`src/rtl/motor_pkg.sv`:
```
// Shared mode codes, FSM encodings and duty constants for the motor drive sequencer.
package motor_pkg;

  localparam int DUTY_W        = 10;
  localparam int DUTY_FULL_DEF = 1000;
  localparam int DUTY_TURN_DEF = 400;

  typedef enum logic [1:0] {
    M_STOP = 2'd0,
    M_STRI = 2'd1,
    M_RT   = 2'd2,
    M_LT   = 2'd3
  } mode_t;

  typedef enum logic [1:0] {
    S_IDLE  = 2'd0,
    S_RAMP  = 2'd1,
    S_HOLD  = 2'd2,
    S_BRAKE = 2'd3
  } state_t;

  // Returns {left, right} duty targets for an accepted mode.
  function automatic logic [2*DUTY_W-1:0] mode_targets(
    input mode_t             m,
    input logic [DUTY_W-1:0] full,
    input logic [DUTY_W-1:0] turn
  );
    case (m)
      M_STRI:  mode_targets = {full, full};
      M_RT:    mode_targets = {full, turn};
      M_LT:    mode_targets = {turn, full};
      default: mode_targets = '0;
    endcase
  endfunction

endpackage

```
`src/rtl/motor_slew.sv`:
```
// Per-wheel duty slew limiter: moves duty one step toward target on each tick,
// clamping at the target so it never overshoots or wraps.
module motor_slew
  import motor_pkg::*;
(
  input  logic              clk,
  input  logic              rst,
  input  logic              tick,
  input  logic              brake,
  input  logic [DUTY_W-1:0] target,
  input  logic [DUTY_W-1:0] step,
  input  logic [DUTY_W-1:0] brake_step,
  output logic [DUTY_W-1:0] duty,
  output logic              at_target
);

  logic [DUTY_W-1:0] dec;
  logic [DUTY_W:0]   up;
  logic [DUTY_W-1:0] nxt;

  always_comb begin
    dec = brake ? brake_step : step;
    up  = {1'b0, duty} + {1'b0, step};
    nxt = duty;
    if (duty < target) begin
      nxt = (up > {1'b0, target}) ? target : up[DUTY_W-1:0];
    end else if (duty > target) begin
      // Compare before subtracting so a large brake step cannot underflow.
      nxt = ({1'b0, duty} < ({1'b0, target} + {1'b0, dec})) ? target : duty - dec;
    end
  end

  always_ff @(posedge clk) begin
    if (!rst) begin
      duty <= '0;
    end else if (tick) begin
      duty <= nxt;
    end
  end

  assign at_target = (duty == target);

endmodule

```
`src/rtl/motor_drive_seq.sv`:
```
// Drive sequencer: debounces the requested mode, maps it to per-wheel duty targets
// and ramps both wheel duties toward them at a fixed per-tick rate.
module motor_drive_seq
  import motor_pkg::*;
#(
  parameter int TICK_DIV   = 100_000,
  parameter int STEP       = 16,
  parameter int BRAKE_STEP = 64,
  parameter int DEB_TICKS  = 4,
  parameter int DUTY_FULL  = DUTY_FULL_DEF,
  parameter int DUTY_TURN  = DUTY_TURN_DEF
) (
  input  logic              clk,
  input  logic              rst,
  input  logic              en,
  input  logic [3:0]        mode,
  output logic [DUTY_W-1:0] left_duty,
  output logic [DUTY_W-1:0] right_duty,
  output logic [1:0]        state,
  output logic              settled
);

  localparam int TW = $clog2(TICK_DIV);
  localparam int DW = $clog2(DEB_TICKS + 1);

  logic [TW-1:0]       tick_cnt;
  logic                tick;
  mode_t               req;
  mode_t               cand;
  mode_t               acc;
  logic [DW-1:0]       deb_cnt;
  logic [DUTY_W-1:0]   tgt_l;
  logic [DUTY_W-1:0]   tgt_r;
  logic [2*DUTY_W-1:0] want;
  logic                at_l;
  logic                at_r;
  state_t              st;
  state_t              nxt_st;

  assign tick = (tick_cnt == TW'(TICK_DIV - 1));

  always_ff @(posedge clk) begin
    if (!rst || tick) begin
      tick_cnt <= '0;
    end else begin
      tick_cnt <= tick_cnt + 1'b1;
    end
  end

  assign req = (!en || mode > 4'd3) ? M_STOP : mode_t'(mode[1:0]);

  // Drive-disable bypasses the debounce so the wheels start braking immediately.
  always_ff @(posedge clk) begin
    if (!rst || !en) begin
      cand    <= M_STOP;
      acc     <= M_STOP;
      deb_cnt <= '0;
    end else if (req != cand) begin
      cand    <= req;
      deb_cnt <= '0;
    end else if (tick && deb_cnt != DW'(DEB_TICKS)) begin
      deb_cnt <= deb_cnt + 1'b1;
      if (deb_cnt == DW'(DEB_TICKS - 1)) begin
        acc <= cand;
      end
    end
  end

  assign want = mode_targets(acc, DUTY_W'(DUTY_FULL), DUTY_W'(DUTY_TURN));

  always_ff @(posedge clk) begin
    if (!rst) begin
      tgt_l <= '0;
      tgt_r <= '0;
    end else begin
      {tgt_l, tgt_r} <= want;
    end
  end

  motor_slew u_slew_l (
    .clk        (clk),
    .rst        (rst),
    .tick       (tick),
    .brake      (st == S_BRAKE),
    .target     (tgt_l),
    .step       (DUTY_W'(STEP)),
    .brake_step (DUTY_W'(BRAKE_STEP)),
    .duty       (left_duty),
    .at_target  (at_l)
  );

  motor_slew u_slew_r (
    .clk        (clk),
    .rst        (rst),
    .tick       (tick),
    .brake      (st == S_BRAKE),
    .target     (tgt_r),
    .step       (DUTY_W'(STEP)),
    .brake_step (DUTY_W'(BRAKE_STEP)),
    .duty       (right_duty),
    .at_target  (at_r)
  );

  assign settled = at_l && at_r;

  always_ff @(posedge clk) begin
    if (!rst) begin
      st <= S_IDLE;
    end else begin
      st <= nxt_st;
    end
  end

  // HOLD is only entered once the targets reflect the accepted mode as well.
  always_comb begin
    nxt_st = st;
    case (st)
      S_IDLE:  if (tgt_l != '0 || tgt_r != '0) nxt_st = S_RAMP;
      S_RAMP:  if (acc == M_STOP) nxt_st = S_BRAKE;
               else if (settled && {tgt_l, tgt_r} == want) nxt_st = S_HOLD;
      S_HOLD:  if (acc == M_STOP) nxt_st = S_BRAKE;
               else if (!settled || {tgt_l, tgt_r} != want) nxt_st = S_RAMP;
      S_BRAKE: if (acc != M_STOP) nxt_st = S_RAMP;
               else if (left_duty == '0 && right_duty == '0) nxt_st = S_IDLE;
      default: nxt_st = S_IDLE;
    endcase
  end

  assign state = st;

endmodule
```
`config.mk`:
```
export PLATFORM = sky130hd
export DESIGN_NAME = motor_drive_seq
export DESIGN_NICKNAME = d
export VERILOG_FILES = /design/src/rtl/motor_pkg.sv /design/src/rtl/motor_slew.sv /design/src/rtl/motor_drive_seq.sv
export SDC_FILE = /design/constraint.sdc
export NUM_CORES = 1
export LEC_CHECK = 0
export ABC_AREA = 1
export CAP_MARGIN = 25
export CELL_PAD_IN_SITES_DETAIL_PLACEMENT = 1
export CELL_PAD_IN_SITES_GLOBAL_PLACEMENT = 1
export CORE_MARGIN = 5
export CORE_UTILIZATION = 47
export DETAILED_ROUTE_END_ITERATION = 8
export PLACE_DENSITY = 0.85
export SETUP_SLACK_MARGIN = 0.5
export SYNTH_ARGS = -nofsm -noshare
export SYNTH_HDL_FRONTEND = slang
export SYNTH_SLANG_ARGS = --single-unit
```
`constraint.sdc`:
```
create_clock -name clk -period 6.5 [get_ports clk]
set_input_delay 1.625 -clock clk [delete_from_list [all_inputs] [get_ports clk]]
set_output_delay 1.625 -clock clk [all_outputs]
set_load 0.05 [all_outputs]
```
==> out/metrics.csv <==
stage,metric,value,unit
sta,min_period_over_period,0.726,
drt,wl_per_cell,15.8,µm
finish,nNetsFinal,752,
synth,yosysUniqueCellTypes,36,
power,power,0.000599,W
synth,synthCells,660,
cts,clockRootBuffer,clkbuf_8,
drt,drc,0,
sta,rsz0062_at_grt,no,
floorplanning,die-area,11300,µm²
cts,clock_latency,0.32,ns
global_routing,grt_pass1_wl,21400,µm
critical_path,reg2reg_from,state[1],
sta,max-slew-margin-rel,0.477,
power,p_sw,0.000204,W
sta,setup_viol,0,
floorplanning,die_h,106,µm
drt,routed_wl,12600,µm
synth,avgSynthCellArea,6.59,µm²
drt,first_pass_iters,4,
finish,drive_gt1_frac,0.0572,
min_path,hold_start,tick_cnt[0],
cts,clock_path_buffers,2,
sta,hold_viol,0,
power,internal_power,0.000395,W
sta,fin_skew,0.0156,ns
floorplanning,ios,30,
drt,dr.first_iter.drc_count,129,
critical_path,critPathMaxFanout,14,
placed_design,portBuffers,23,
synth,synth-edff-count,0,
critical_path,startpoint_type,register,
cts,cts_resized,0,
global_routing,grt_overflow,0,
power,powerDensity,127,nW/µm²
cts,ctsHoldBuffers,0,
sta,whs,0.447,ns
synth,ys_seq_area_frac,0.207,
sta,final-max-slew-violation-count,0,
power,seqPwrFrac,0.481,
synth,synth_ff_type,dfxtp_1,
floorplanning,dieWidth,106,µm
global_routing,antenna_found_initial,0,
critical_path,path_class,register to output pin,
placed_design,hpwl,10000,µm
synth,async_flop_share,0,
drt,viasPerCell,5.41,
cts,cts.reportedPaths.clkPinSlew,0.11,ns
drt,ant_nets,0,
cts,clock_sinks,45,
synth,ys_warn_count,0,
global_routing,grt_max_degree,18,
finish,area_growth_syn_to_layout,8.81,%
sta,fmax,0.212,GHz
finish,design_area,4730,µm²
placed_design,placed_area,4640,µm²
critical_path,crit_start,tgt_r[6],
min_path,hold_class,register to register,
power,peakVddDrop,0.117,mV
critical_path,crit_required,4.88,ns
global_routing,track_usage,0.230,
critical_path,crit_arrival,3.09,ns
sta,worst_pin_slew,0.782,ns
power,total_leakage_power,2.40,nW
status,status,completed,
drt,dr_total_vias,4292,
cts,cts_buffers,5,
cts,cts_tree,built,
placed_design,dp_cells,785,
power,combPwrFrac,0.194,
placed_design,gp_congestion,0.866,
finish,stdcell_count,793,
synth,synth_area,4350,µm²
finish,num_antenna_cells,0,
power,pwr-share-clk,0.325,
sta,period_needed,4.72,ns
run,max_cap_violations,0,
floorplanning,rows,35,
floorplanning,coreArea,9110,µm²
critical_path,critPathCaptureType,output pin,
cts,ctsHtreeMaxLevel,2,
synth,ys_ff_latch,45,
global_routing,grt_pass1_vias,4591,
sta,fin_setup_tns,0,ns
floorplanning,floorplan.initialDensity,0.477,
cts,post_cts_buffers,0,
power,swShare,0.341,
-- per-stage QoR --
step | setup slack, ns | utilization
final | 1.78 | 0.519
after detailed placement | 2.17 | 0.510
after CTS | 1.79 | 0.519
after floorplan | 2.71 | -
after global routing | 1.58 | 0.519
after global placement | 2.25 | 0.510
-- sequential cells by signal (all words and copies together) (netlist names) --
name / flops
tick_cnt: 17
u_slew_l.duty: 7
u_slew_r.duty: 7
deb_cnt: 3
tgt_l: 3
acc: 2
cand: 2
state: 2
tgt_r: 2
-- critical path, cell delays in order, from the launching register on --
cell	delay, ns
dfxtp_1	0.70
inv_1	0.29
ha_1	0.37
nand2_1	0.07
nor2_1	0.17
nand2_1	0.11
nor3_2	0.19
clkdlybuf4s50_1	0.88
-- cells by family after synthesis --
| family | count (synthesis) | synth area share |
|---|---|---|
| compound gates | 62 | 0.0809 |
| xor+xnor | 30 | 0.0604 |
| fa+ha+maj | 64 | 0.184 |
| buf+inv | 124 | 0.116 |
| flops | 45 | 0.207 |
| other cells | 1 | 0.000862 |
| simple gates | 334 | 0.350 |
-- layout by cell type (no fill, tap or decap), drive strengths merged, types with 11 or more instances in the layout --
master,instances
nand2,171
inv,110
nand3,73
ha,64
nor2,56
dfxtp,45
a21oi,39
xor2,25
clkdlybuf4s50,23
o21ai,16
nand4,14
nor3,11
-- layout make-up --
type / count / area, µm²
clock buffer: 6 / 72.6
clock inverter: 2 / 15.0
fill: 1270 / 4380
inverter: 110 / 413
multi-input combinational: 496 / 2960
sequential: 45 / 901
tap: 111 / 139
timing repair buffer: 23 / 230
-- power groups by stage --
stage,registers (W),logic [W],clock network (W)
after floorplan,0.000305,0.0000727,0
after global placement,0.000294,0.000109,0
after detailed placement,0.000294,0.000115,0
after CTS,0.000288,0.000116,0.000197
after global routing,0.000289,0.000130,0.000209
final,0.000288,0.000116,0.000195
-- metal layers --
layer,part of all wire,GRT usage,vias to the layer above
li1,-,-,2145
met1,0.45,0.286,2066
met2,0.50,0.423,66
met3,0.038,0.0291,15
met4,0.011,0.0444,0
met5,0,0,-
-- synth_stat cells (all sizes together), types with 3 or more instances --
| cell | count | share of area |
|---|---|---|
| or2 | 3 | 0.0043 |
| o21ai | 16 | 0.018 |
| ha | 64 | 0.18 |
| nand3 | 73 | 0.087 |
| a21oi | 39 | 0.050 |
| inv | 110 | 0.095 |
| nor2 | 56 | 0.057 |
| buf | 12 | 0.019 |
| o21bai | 3 | 0.0052 |
| nand2 | 171 | 0.15 |
| xor2 | 25 | 0.050 |
| nor3 | 11 | 0.018 |
| nand4 | 14 | 0.020 |
| dfxtp | 45 | 0.21 |
| xnor2 | 5 | 0.010 |
-- final timing paths --
path	slack, ns	depth (start not counted)	to
max	1.78	7	settled
min	0.45	1	tick_cnt[0]
max reg2reg	3.55	15	u_slew_r.duty[3]
min reg2reg	0.45	1	tick_cnt[0]
No activity file was read; power rests on OpenSTA's default activity.
